[src/rtl/audio_sfx_sequencer.sv]
// ---------------------------------------------------------------------------
// audio_sfx_sequencer
//
// Plays short 8-bit unsigned sound-effect clips from a synchronous sample ROM
// and hands them to a codec as 16-bit signed samples at a fixed sample rate.
// Trigger requests are remembered in a pending register. The lowest-numbered
// pending clip plays first. A lower-numbered request can cut off a clip that
// is already playing.
//
// Ports
//   i_clk            single rising-edge clock
//   i_reset          asynchronous active-high reset
//   i_trigger        one-cycle request pulse per clip
//   o_rom_addr       registered address to the 1-cycle-latency sample ROM
//   i_rom_q          unsigned ROM data, valid the cycle after o_rom_addr
//   o_sample         signed 16-bit sample to the codec
//   o_sample_valid   o_sample holds a sample not yet accepted
//   i_sample_ready   codec accepts o_sample when high with o_sample_valid
//   o_busy           a clip is playing
//   o_active_id      index of the clip that is playing
//   o_done           one-cycle pulse on bit i when clip i's last sample is taken
//   o_underrun       one-cycle pulse when a sample tick arrives too early
// ---------------------------------------------------------------------------
module audio_sfx_sequencer #(
    parameter int NUM_SFX = 4,
    parameter int CLK_DIV = 6250,
    parameter logic [18*NUM_SFX-1:0] SFX_START = {18'h18000, 18'h0C000, 18'h06000, 18'h00000},
    parameter logic [18*NUM_SFX-1:0] SFX_END   = {18'h23FFF, 18'h17FFF, 18'h0BFFF, 18'h05FFF},
    localparam int ID_W  = (NUM_SFX > 1) ? $clog2(NUM_SFX) : 1,
    localparam int CNT_W = (CLK_DIV > 1) ? $clog2(CLK_DIV) : 1
) (
    input  logic               i_clk,
    input  logic               i_reset,
    input  logic [NUM_SFX-1:0] i_trigger,
    output logic [17:0]        o_rom_addr,
    input  logic [7:0]         i_rom_q,
    output logic [15:0]        o_sample,
    output logic               o_sample_valid,
    input  logic               i_sample_ready,
    output logic               o_busy,
    output logic [ID_W-1:0]    o_active_id,
    output logic [NUM_SFX-1:0] o_done,
    output logic               o_underrun
);

    typedef enum logic [2:0] {
        S_IDLE,
        S_PACE,
        S_FETCH,
        S_READ,
        S_OUT
    } state_t;

    state_t             r_state;
    logic [CNT_W-1:0]   r_tickCnt;
    logic [NUM_SFX-1:0] r_pending;
    logic [17:0]        r_curAddr;
    logic [17:0]        r_romAddr;
    logic [15:0]        r_sample;
    logic               r_sampleValid;
    logic               r_busy;
    logic [ID_W-1:0]    r_activeId;
    logic [NUM_SFX-1:0] r_done;
    logic               r_underrun;

    logic               w_tick;
    logic [ID_W-1:0]    w_sel;
    logic               w_anyPending;
    logic               w_accept;
    logic               w_atEnd;
    logic               w_preempt;
    logic               w_start;
    logic [17:0]        w_selStart;
    logic [NUM_SFX-1:0] w_clearMask;

    // Free-running sample-rate divider. The tick is the last count of each
    // period, so the first tick comes CLK_DIV cycles after reset.
    always_ff @(posedge i_clk or posedge i_reset) begin
        if (i_reset) begin
            r_tickCnt <= '0;
        end else if (w_tick) begin
            r_tickCnt <= '0;
        end else begin
            r_tickCnt <= r_tickCnt + CNT_W'(1);
        end
    end

    assign w_tick = (r_tickCnt == CNT_W'(CLK_DIV - 1));

    // Arbitration and start decisions. The loop runs from the top index down,
    // so the lowest pending index is the one left in w_sel. A preemption
    // happens only at a sample acceptance. It needs a strictly lower pending
    // index, so the active clip can never preempt itself. On the last sample
    // of a clip the clip ends normally with done, and the IDLE state then
    // picks up whatever is pending.
    always_comb begin
        w_sel = '0;
        for (int i = NUM_SFX - 1; i >= 0; i--) begin
            if (r_pending[i]) begin
                w_sel = ID_W'(i);
            end
        end
        w_anyPending = |r_pending;
        w_accept     = (r_state == S_OUT) && r_sampleValid && i_sample_ready;
        w_atEnd      = (r_curAddr == SFX_END[int'(r_activeId)*18 +: 18]);
        w_preempt    = w_accept && !w_atEnd && w_anyPending && (w_sel < r_activeId);
        w_start      = ((r_state == S_IDLE) && w_anyPending) || w_preempt;
        w_selStart   = SFX_START[int'(w_sel)*18 +: 18];
        w_clearMask  = '0;
        if (w_start) begin
            w_clearMask[w_sel] = 1'b1;
        end
    end

    // Pending requests. New triggers are ORed in after the clear, so a request
    // that arrives in the same cycle its clip starts is kept. That request
    // replays the clip once the current pass ends.
    always_ff @(posedge i_clk or posedge i_reset) begin
        if (i_reset) begin
            r_pending <= '0;
        end else begin
            r_pending <= (r_pending & ~w_clearMask) | i_trigger;
        end
    end

    // Playback state machine. One sample is fetched per tick: the address
    // goes out in PACE, the ROM responds during FETCH, and the data is
    // captured in READ. The sample is then held in OUT until the codec takes
    // it. A tick that lands while a sample is still in flight is not acted
    // on; it is only flagged as an underrun, so no ROM address is skipped.
    always_ff @(posedge i_clk or posedge i_reset) begin
        if (i_reset) begin
            r_state       <= S_IDLE;
            r_curAddr     <= '0;
            r_romAddr     <= '0;
            r_sample      <= '0;
            r_sampleValid <= 1'b0;
            r_busy        <= 1'b0;
            r_activeId    <= '0;
            r_done        <= '0;
            r_underrun    <= 1'b0;
        end else begin
            r_done     <= '0;
            r_underrun <= w_tick && ((r_state == S_FETCH) || (r_state == S_READ) || (r_state == S_OUT));
            case (r_state)
                S_IDLE: begin
                    if (w_start) begin
                        r_curAddr  <= w_selStart;
                        r_activeId <= w_sel;
                        r_busy     <= 1'b1;
                        r_state    <= S_PACE;
                    end else begin
                        r_busy <= 1'b0;
                    end
                end
                S_PACE: begin
                    if (w_tick) begin
                        r_romAddr <= r_curAddr;
                        r_state   <= S_FETCH;
                    end
                end
                S_FETCH: begin
                    r_state <= S_READ;
                end
                S_READ: begin
                    r_sample      <= {i_rom_q ^ 8'h80, 8'h00};
                    r_sampleValid <= 1'b1;
                    r_state       <= S_OUT;
                end
                S_OUT: begin
                    if (w_accept) begin
                        r_sampleValid <= 1'b0;
                        if (w_preempt) begin
                            r_curAddr  <= w_selStart;
                            r_activeId <= w_sel;
                            r_state    <= S_PACE;
                        end else if (w_atEnd) begin
                            r_done[r_activeId] <= 1'b1;
                            r_busy             <= w_anyPending || (|i_trigger);
                            r_state            <= S_IDLE;
                        end else begin
                            r_curAddr <= r_curAddr + 18'd1;
                            r_state   <= S_PACE;
                        end
                    end
                end
                default: begin
                    r_state <= S_IDLE;
                end
            endcase
        end
    end

    assign o_rom_addr     = r_romAddr;
    assign o_sample       = r_sample;
    assign o_sample_valid = r_sampleValid;
    assign o_busy         = r_busy;
    assign o_active_id    = r_activeId;
    assign o_done         = r_done;
    assign o_underrun     = r_underrun;

endmodule

[config.mk]
export PLATFORM = sky130hd
export DESIGN_NAME = audio_sfx_sequencer
export DESIGN_NICKNAME = d
export VERILOG_FILES = /design/src/rtl/audio_sfx_sequencer.sv
export SDC_FILE = /design/constraint.sdc
export NUM_CORES = 1
export LEC_CHECK = 0
export CAP_MARGIN = 0
export CORE_ASPECT_RATIO = 1.75
export CORE_MARGIN = 2
export CORE_UTILIZATION = 45
export CTS_BUF_LIST = sky130_fd_sc_hd__clkbuf_8
export CTS_CLUSTER_SIZE = 25
export DETAILED_ROUTE_END_ITERATION = 10
export PLACE_DENSITY = 0.69
export RECOVER_POWER = 25
export SYNTH_ARGS = -nofsm -noshare
export SYNTH_HDL_FRONTEND = slang
export SYNTH_SLANG_ARGS = --single-unit
export TNS_END_PERCENT = 50
[constraint.sdc]
create_clock -name i_clk -period 5.2 [get_ports i_clk]
set_input_delay 1.04 -clock i_clk [delete_from_list [all_inputs] [get_ports i_clk]]
set_output_delay 1.04 -clock i_clk [all_outputs]
set_load 0.02 [all_outputs]
==> impl_metrics.py, run 1 <==
metrics = {
    "outcome": {
        "status": "finished clean",
    },
    "synthesis": {
        "ys_async_sr_fraction_pct": 100,
        "ys_types": 63,
        "yosysSeqAreaShare_pct": 49.6,
        "synth_edf_count": 0,
        "ys_seq_elements": 73,
        "synth-main-ff-cell": "dfrtp_1",
        "syn_area_per_cell_um2": 10.4,
        "syn_area_mm2": 0.00368,
        "ys_warn_count": 0,
        "netlist_instances": 353,
    },
    "place": {
        "dpl_worst_slack_ps": 2150,
        "gp_congestion": 0.876,
        "hpwlAfterDp_um": 5850,
        "place_area_mm2": 0.00421,
        "io_buffers": 49,
    },
    "worst_setup_path": {
        "endpoint_kind": "register",
        "slowest_stage": "nor3_1",
        "r2r_cells": 8,
        "cp-start-kind": "register",
        "cpMostUsedCell": "buf_4",
        "crit_arrival_ps": 3160,
        "r2r_end": "r_curAddr[9]",
        "crit_end": "r_curAddr[9]",
        "critPathRequiredTime_ps": 5450,
        "path_class": "register to register",
        "cp_max_fo": 12,
        "crit_path_cell_trace": "nor3_1 > ha_1 > nand2_1 > o311ai_1 > buf_4 > o31ai_2 > buf_4 > o21ba_1",
        "max_stage_delay_ps": 600,
        "rr_startpoint": "r_pending[0]",
        "crit_path_start": "r_pending[0]",
        "r2r_setup_slack_ps": 2290,
    },
    "finish": {
        "syn_to_final_growth_pct": 18.9,
        "final_common_cell": "dfrtp_1",
        "drive_above_1_share_pct": 13.3,
        "final_nets": 425,
        "n_antenna_cell": 0,
        "final_area_mm2": 0.00438,
        "n_fill_cell": 689,
        "final_cell_mix": "73 x dfrtp_1, 47 x clkdlybuf4s50_1, 37 x nand2_1, 22 x nor2_1, 21 x mux2_2",
    },
    "floorplan": {
        "core_mm2": 0.00791,
        "fp.dieH_um": 124,
        "rows": 43,
        "io_pins": 58,
        "dieArea_mm2": 0.00895,
        "die_w_um": 72.4,
        "start_util_pct": 46.5,
    },
    "power_and_ir_drop": {
        "ir_drop_mv": 0.146,
        "p_seq_share_pct": 55.0,
        "p_switching_uw": 250,
        "sw_frac_of_total_pct": 23.7,
        "pwr-share-clk_pct": 39.3,
        "comb_power_share_pct": 5.7,
        "p_leak_nw": 1.91,
        "p_per_area_mw_per_mm2": 241,
        "internal-power_uw": 806,
    },
    "cts": {
        "cts_setup_buffers": 0,
        "cts-root-buf": "clkbuf_8",
        "cts_buffer_depth": 2,
        "cts_resized": 0,
        "tritoncts": "built",
        "cts_sinks": 73,
        "clk_pin_slew_ps": 70,
        "hold_buffers": 0,
        "clk_latency_ps": 360,
        "cts_buffers": 9,
        "htree_levels": 3,
    },
    "detailed_routing": {
        "vias_per_cell": 5.65,
        "wirelength_um": 7980,
        "dr.pass1.iters": 4,
        "ant_nets": 0,
        "vias": 2802,
        "routedWlPerCell_um": 16.1,
        "drc": 0,
        "drt_iter0_drc": 208,
    },
    "timing": {
        "rsz0062_at_grt": "no",
        "skew_ps": 5.79,
        "period_minus_slack_ps": 2910,
        "hold_viol_final": 0,
        "slew_headroom_pct": 9.12,
        "fin_ws_ps": 2290,
        "drv_slew": 0,
        "fmax_mhz": 344,
        "finalSetupViolCount": 0,
        "worst_pin_slew_ps": 1360,
        "tns_ps": 0,
        "fin_crit_sh_pct": 55.9,
    },
    "grt": {
        "grt.total_usage_pct": 19.8,
        "grt_start_max_net_pins": 40,
        "grt_overflow_total": 0,
        "grt_pass1_wl_um": 13600,
        "grt_pass1_vias": 2922,
        "antenna_found_initial": 0,
    },
    "job": {
        "drv_cap": 0,
    },
    "min_path": {
        "hp-class": "register to register",
    },
}
-- critical path: cells and delay by family, from the launching register on --
kind	cells	cell delay (ps)
simple gates	2	670
compound gates	3	830
buf+inv	2	490
fa+ha+maj	1	370
flops	1	440
-- registers in the layout (all words and copies together), names as in the netlist --
register        count
o_rom_addr         18
o_done              4
o_busy              1
r_pending           4
o_underrun          1
o_sample            8
o_sample_valid      1
o_active_id         2
r_tickCnt          13
r_state             3
r_curAddr          18
-- power by group through the flow --
stage	clock network [mW]	registers [mW]	logic, mW
global route	0.451	0.581	0.0666
detailed placement	0	0.591	0.0617
floorplan	0	0.595	0.0333
CTS	0.427	0.580	0.0618
finish	0.415	0.580	0.0602
global placement	0	0.591	0.0611
-- through the flow --
stage	util [%]	instances	hold slack (ps)	power, mW
after floorplan	-	360	451	0.628
after global placement	53.2	481	464	0.652
after detailed placement	53.2	481	481	0.653
after CTS	55.5	496	498	1.07
after global routing	55.4	496	523	1.10
final	55.4	496	489	1.06
-- kinds of logic (layout without fill, tap and decap cells) --
logic type / after synthesis / count (layout) / share of synthesized area [%]
AOI/OAI and AO/OA: 71 / 71 / 13.6
xor gates and xnor gates: 13 / 13 / 3.09
muxes: 23 / 23 / 7.04
and+or+nand+nor: 128 / 128 / 18.7
adders and majority gates: 8 / 8 / 2.72
other: 1 / 8 / 0.102
DFF: 73 / 73 / 49.6
buffers and inverters: 36 / 82 / 5.20
-- cell type report --
cell class	instances	area (um2)	share of cell area (%)
well taps	90	113	2.57
inverters	14	52.6	1.20
flip-flops and latches	73	1830	41.7
clock inverters	3	16.3	0.372
clock buffers	12	165	3.77
repair buffers	53	517	11.8
multi-input cells	251	1690	38.6
-- Yosys cell counts (3+ instances only) --
cell type,count,area share [%]
buf_4,8,1.6
nor2b_1,4,0.68
mux2_2,21,6.4
or3_1,4,0.68
or4_1,5,1.0
nor3_1,9,1.2
inv_1,14,1.4
o21ai_0,14,1.9
buf_2,3,0.41
a21oi_1,16,2.2
nand2_1,37,3.8
xnor2_1,8,1.9
nor4_2,3,1.0
o21ai_1,5,0.68
o31ai_1,6,1.2
a21o_1,5,1.0
nor2_1,22,2.2
buf_6,3,0.92
nand3_1,14,1.9
dfrtp_1,73,50
clkbuf_1,7,0.71
and2_1,3,0.51
nand4_1,4,0.68
o21a_1,4,0.82
ha_1,8,2.7
xor2_1,5,1.2
and3_1,5,0.85
-- routing by layer --
layer | up-vias | GRT usage (%) | wire [um]
li1 | 1334 | - | -
met1 | 1355 | 22.1 | 3030
met2 | 78 | 33.8 | 4320
met3 | 35 | 4.37 | 250
met4 | 0 | 12.3 | 375
met5 | - | 0 | 0
-- worst min path at each step --
stage	startpoint	endpoint	slack, ps	depth (start not counted)
final	o_sample[15]	o_sample[15]	490	2
after global routing	o_rom_addr[11]	o_rom_addr[11]	520	1
after CTS	o_sample[15]	o_sample[15]	500	2
after detailed placement	o_sample[15]	o_sample[15]	480	2
after global placement	o_sample[15]	o_sample[15]	460	2
after floorplan	r_tickCnt[7]	r_tickCnt[7]	450	1
Power figures use the tool's default switching activity.
==> inputs of run 2 (changes only) <==
==> constraint.sdc (replaced) <==
create_clock -name i_clk -period 3 [get_ports i_clk]
set_input_delay 0.6 -clock i_clk [delete_from_list [all_inputs] [get_ports i_clk]]
set_output_delay 0.6 -clock i_clk [all_outputs]
set_load 0.02 [all_outputs]
==> impl_metrics.py, run 2 (synthesized netlist as in run 1, its figures left out) <==
metrics = {
    "outcome": {
        "status": "finished clean",
    },
    "detailed_routing": {
        "vias": 2801,
        "vias_per_cell": 5.59,
        "drt_iter0_drc": 157,
        "dr.pass1.iters": 4,
        "routedWlPerCell_um": 15.6,
        "drc": 0,
        "ant_nets": 0,
        "wirelength_um": 7840,
    },
    "timing": {
        "fin_crit_sh_pct": 81.8,
        "hold_viol_final": 0,
        "slew_headroom_pct": 40.0,
        "skew_ps": 8.08,
        "worst_pin_slew_ps": 900,
        "rsz0062_at_grt": "no",
        "finalSetupViolCount": 0,
        "fmax_mhz": 408,
        "tns_ps": 0,
        "drv_slew": 0,
        "period_minus_slack_ps": 2450,
        "holdWs_ps": 484,
        "fin_ws_ps": 547,
    },
    "worst_setup_path": {
        "crit_arrival_ps": 2740,
        "crit_cells": 7,
        "path_class": "register to register",
        "cp_max_fo": 25,
        "path_buf_inv": 0,
        "critPathRequiredTime_ps": 3280,
        "endpoint_kind": "register",
        "crit_path_cell_trace": "ha_1 > and3_2 > nand2_4 > a2111o_2 > a21oi_4 > o21a_1 > o21ba_1",
        "cp-start-kind": "register",
        "r2r_end": "r_curAddr[11]",
        "crit_end": "r_curAddr[11]",
        "rr_startpoint": "r_curAddr[0]",
        "critPathTopFamily": "compound AO/OA/AOI/OAI gates",
        "max_stage_delay_ps": 540,
        "crit_path_start": "r_curAddr[0]",
        "slowest_stage": "a2111o_2",
        "r2r_cells": 7,
        "r2r_setup_slack_ps": 550,
    },
    "grt": {
        "grt_overflow_total": 0,
        "grt_start_max_net_pins": 37,
        "antenna_found_initial": 0,
        "grt.total_usage_pct": 19.1,
        "grt_pass1_vias": 2820,
        "grt_pass1_wl_um": 13000,
    },
    "cts": {
        "cts_setup_buffers": 0,
        "cts-root-buf": "clkbuf_8",
        "cts_resized": 0,
        "clk_pin_slew_ps": 70,
        "htree_levels": 3,
        "tritoncts": "built",
        "cts_buffers": 9,
        "cts_sinks": 73,
        "hold_buffers": 0,
        "clk_latency_ps": 350,
        "cts_buffer_depth": 2,
    },
    "floorplan": {
        "dieArea_mm2": 0.00895,
        "die_w_um": 72.4,
        "fp.dieH_um": 124,
        "core_mm2": 0.00791,
        "start_util_pct": 46.5,
        "io_pins": 58,
        "rows": 43,
    },
    "min_path": {
        "hp-class": "register to register",
        "hp-start": "o_rom_addr[14]",
    },
    "job": {
        "drv_cap": 0,
    },
    "finish": {
        "fin_util_pct": 56.2,
        "final_cell_mix": "73 x dfrtp_1, 48 x clkdlybuf4s50_1, 37 x nand2_1, 22 x nor2_1, 21 x mux2_2",
        "n_fill_cell": 691,
        "syn_to_final_growth_pct": 20.7,
        "final_nets": 429,
        "final_common_cell": "dfrtp_1",
        "drive_above_1_share_pct": 14.6,
        "n_antenna_cell": 0,
    },
    "place": {
        "gp_congestion": 0.825,
        "dpl_worst_slack_ps": 482,
        "hpwlAfterDp_um": 5870,
        "io_buffers": 49,
    },
    "power_and_ir_drop": {
        "p_leak_nw": 1.95,
        "ir_drop_mv": 0.327,
        "p_per_area_mw_per_mm2": 429,
    },
}
run 2: cell count changes in the layout (fill, tap and decap cells not counted), sizes merged:
cell and change:
dlygate4sd3 -1, buf +4, inv +1, bufinv +1
clkdlybuf4s50 +1, clkinvlp -1
run 2: stage by stage:
stage,power [mW],instance area (um2),std cells
CTS,1.94,4460,501
global placement,1.13,4250,485
global route,1.99,4440,501
floorplan,1.09,3710,360
finish,1.90,4440,501
detailed placement,1.14,4250,485
run 2: cell type report:
type / instances / area, um2 / area share [%]
clock inverter: 4 / 42.5 / 0.958
timing repair buffer: 57 / 548 / 12.3
multi-input combinational: 251 / 1690 / 38.1
sequential: 73 / 1830 / 41.1
inverter: 14 / 52.6 / 1.18
clock buffer: 12 / 165 / 3.72
tap: 90 / 113 / 2.54
run 2: power by group:
group / internal [mW] / leakage, nW / switching [mW]
Clock: 0.445 / 0.115 / 0.348
Sequential: 0.994 / 0.946 / 0.0114
Combinational: 0.0439 / 0.893 / 0.0620
run 2: layer usage:
| layer | up-vias | part of all wire, % | wire length (um) | track usage, % |
|---|---|---|---|---|
| met2 | 68 | 56 | 4400 | 34.9 |
| met4 | 0 | 3.7 | 291 | 11.9 |
| met5 | - | 0 | 0 | 0 |
| met1 | 1367 | 37 | 2930 | 19.4 |
| met3 | 22 | 2.8 | 218 | 3.80 |
| li1 | 1344 | - | - | - |
run 2: worst reg2reg max path, delay by kind of cell, from the launching register on:
kind            cells  cell delay (ps)
flops               1              410
compound gates      4             1440
fa+ha+maj           1              210
simple gates        2              330
run 2: how the worst min path moves through the flow:
stage | end | slack (ps) | depth (start not counted)
floorplan | r_tickCnt[7] | 450 | 1
global placement | o_sample[15] | 460 | 2
detailed placement | o_rom_addr[14] | 470 | 2
CTS | o_rom_addr[14] | 490 | 2
global route | o_sample[13] | 510 | 1
finish | o_rom_addr[14] | 480 | 2
==> inputs of run 3 (changes only) <==
--- a/config.mk
+++ b/config.mk
@@ -12,7 +12,7 @@
 export CTS_BUF_LIST = sky130_fd_sc_hd__clkbuf_8
 export CTS_CLUSTER_SIZE = 25
 export DETAILED_ROUTE_END_ITERATION = 10
-export PLACE_DENSITY = 0.69
+export PLACE_DENSITY = 0.71
 export RECOVER_POWER = 25
 export SYNTH_ARGS = -nofsm -noshare
 export SYNTH_HDL_FRONTEND = slang
==> constraint.sdc (replaced) <==
create_clock -name i_clk -period 2.2 [get_ports i_clk]
set_input_delay 0.44 -clock i_clk [delete_from_list [all_inputs] [get_ports i_clk]]
set_output_delay 0.44 -clock i_clk [all_outputs]
set_load 0.02 [all_outputs]
==> impl_metrics.py, run 3 (synthesized netlist as in run 1, its figures left out) <==
metrics = {
    "worst_setup_path": {
        "critPathTopFamily": "compound AO/OA/AOI/OAI gates",
        "cpMostUsedCell": "buf_4",
        "max_stage_delay_ps": 460,
        "slowest_stage": "dfrtp_2",
        "crit_path_cell_trace": "buf_4 > xnor2_2 > a31oi_2 > a2111o_2 > a21oi_4 > buf_4 > or3_2 > a21oi_1",
        "rr_startpoint": "o_active_id[1]",
        "cp-start-kind": "register",
        "cp_max_fo": 8,
        "critPathRequiredTime_ps": 2490,
        "r2r_end": "r_curAddr[3]",
        "r2r_cells": 8,
        "endpoint_kind": "register",
        "r2r_setup_slack_ps": 40,
        "crit_cells": 8,
        "path_buf_inv": 2,
        "crit_arrival_ps": 2450,
        "path_class": "register to register",
        "crit_path_start": "o_active_id[1]",
    },
    "floorplan": {
        "rows": 43,
        "core_mm2": 0.00791,
        "io_pins": 58,
        "dieArea_mm2": 0.00895,
        "fp.dieH_um": 124,
        "start_util_pct": 46.5,
        "die_w_um": 72.4,
    },
    "cts": {
        "clk_latency_ps": 360,
        "cts-root-buf": "clkbuf_8",
        "cts_sinks": 73,
        "htree_levels": 3,
        "tritoncts": "built",
        "cts_buffers": 9,
        "clk_pin_slew_ps": 70,
        "cts_buffer_depth": 2,
    },
    "timing": {
        "fin_crit_sh_pct": 98.0,
        "drv_slew": 0,
        "hold_viol_final": 0,
        "finalSetupViolCount": 0,
        "holdWs_ps": 493,
        "skew_ps": 10.3,
        "period_minus_slack_ps": 2160,
        "fmax_mhz": 464,
        "slew_headroom_pct": 45.5,
        "worst_pin_slew_ps": 818,
        "rsz0062_at_grt": "yes",
    },
    "detailed_routing": {
        "vias": 3027,
        "drc": 0,
        "routedWlPerCell_um": 16.3,
        "vias_per_cell": 5.57,
        "dr.pass1.iters": 4,
        "ant_nets": 0,
        "drt_iter0_drc": 200,
        "wirelength_um": 8820,
    },
    "place": {
        "hpwlAfterDp_um": 6470,
        "place_area_mm2": 0.00454,
        "gp_congestion": 0.899,
        "io_buffers": 49,
    },
    "grt": {
        "antenna_found_initial": 0,
        "grtUsageMet3_pct": 4.77,
        "grtUsageMet1_pct": 20.6,
        "grt_start_max_net_pins": 61,
        "grt-busiest-layer": "met2",
        "grt_overflow_total": 0,
        "grt_pass1_wl_um": 13900,
        "grt.total_usage_pct": 20.6,
        "grt.met2_usage_pct": 37.2,
        "grt_pass1_vias": 3010,
    },
    "min_path": {
        "hold_depth": 2,
        "hp-class": "register to register",
        "hp-start": "o_sample[15]",
        "hold-path-endpoint": "o_sample[15]",
    },
    "power_and_ir_drop": {
        "p_per_area_mw_per_mm2": 519,
        "p_leak_nw": 2.14,
        "total_power_mw": 2.48,
        "ir_drop_mv": 0.363,
    },
    "finish": {
        "final_nets": 471,
        "n_antenna_cell": 0,
        "final_cell_mix": "71 x dfrtp_1, 48 x clkdlybuf4s50_1, 48 x buf_4, 37 x nand2_1, 22 x nor2_1",
        "final_common_cell": "dfrtp_1",
        "syn_to_final_growth_pct": 29.8,
        "final_area_mm2": 0.00478,
        "drive_above_1_share_pct": 23.8,
    },
    "job": {
        "drv_cap": 0,
    },
    "outcome": {
        "status": "finished clean",
    },
}
-- run 3: layout make-up --
type | instances | area [um2]
flip-flops and latches | 73 | 1830
inverters | 14 | 53.8
fillers | 685 | 3130
repair buffers | 99 | 870
well taps | 90 | 113
multi-input cells | 251 | 1740
clock inverters | 5 | 23.8
clock buffers | 11 | 151
-- run 3: worst max path at each step --
| stage | slack [ps] | to |
|---|---|---|
| 6_report | 40 | r_curAddr[3] |
| 4_1_cts | 9 | r_curAddr[9] |
| 3_5_place_dp | -80 | r_curAddr[11] |
| 5_1_grt | -40 | r_curAddr[16] |
| 3_3_place_gp | -30 | r_curAddr[11] |
| 2_1_floorplan | 7 | r_pending[3] |
-- run 3: through the flow --
| step | instances | utilization, % | TNS, ps | setup WS, ps |
|---|---|---|---|---|
| final | 543 | 60.4 | 0 | 43.9 |
| after global routing | 543 | 60.4 | -95.6 | -37.6 |
| after CTS | 542 | 60.3 | 0 | 8.53 |
| after detailed placement | 523 | 57.4 | -484 | -84.3 |
| after global placement | 523 | 57.4 | -67.6 | -35.0 |
| after floorplan | 360 | - | 0 | 7.40 |
-- run 3: worst reg2reg max path, stage by stage, from the launching register on --
cell,delay [ps]
dfrtp_2,460
buf_4,160
xnor2_2,130
a31oi_2,280
a2111o_2,200
a21oi_4,110
buf_4,180
or3_2,440
a21oi_1,150
-- run 3: where the power goes --
group | internal (mW) | total (mW) | leakage, nW | switching, mW
sequential | 1.36 | 1.37 | 0.943 | 0.0155
combinational | 0.0718 | 0.164 | 1.10 | 0.0926
clock | 0.457 | 0.944 | 0.0991 | 0.487
total | 1.88 | 2.48 | 2.14 | 0.595
-- run 3: repair_timing --
| item | CTS | global route |
|---|---|---|
| hold buffers | 0 | 0 |
| gates cloned | 0 | 0 |
| endpoints found under the setup margin | 12 | 13 |
| setup buffers | 3 | 1 |
| gates resized for setup | 5 | 4 |
| pin swaps | 1 | 4 |
-- run 3: layer usage --
layer,vias up,part of all wire (%)
li1,1425,-
met1,1476,35
met2,87,56
met3,39,3.7
met4,0,4.9
met5,-,0
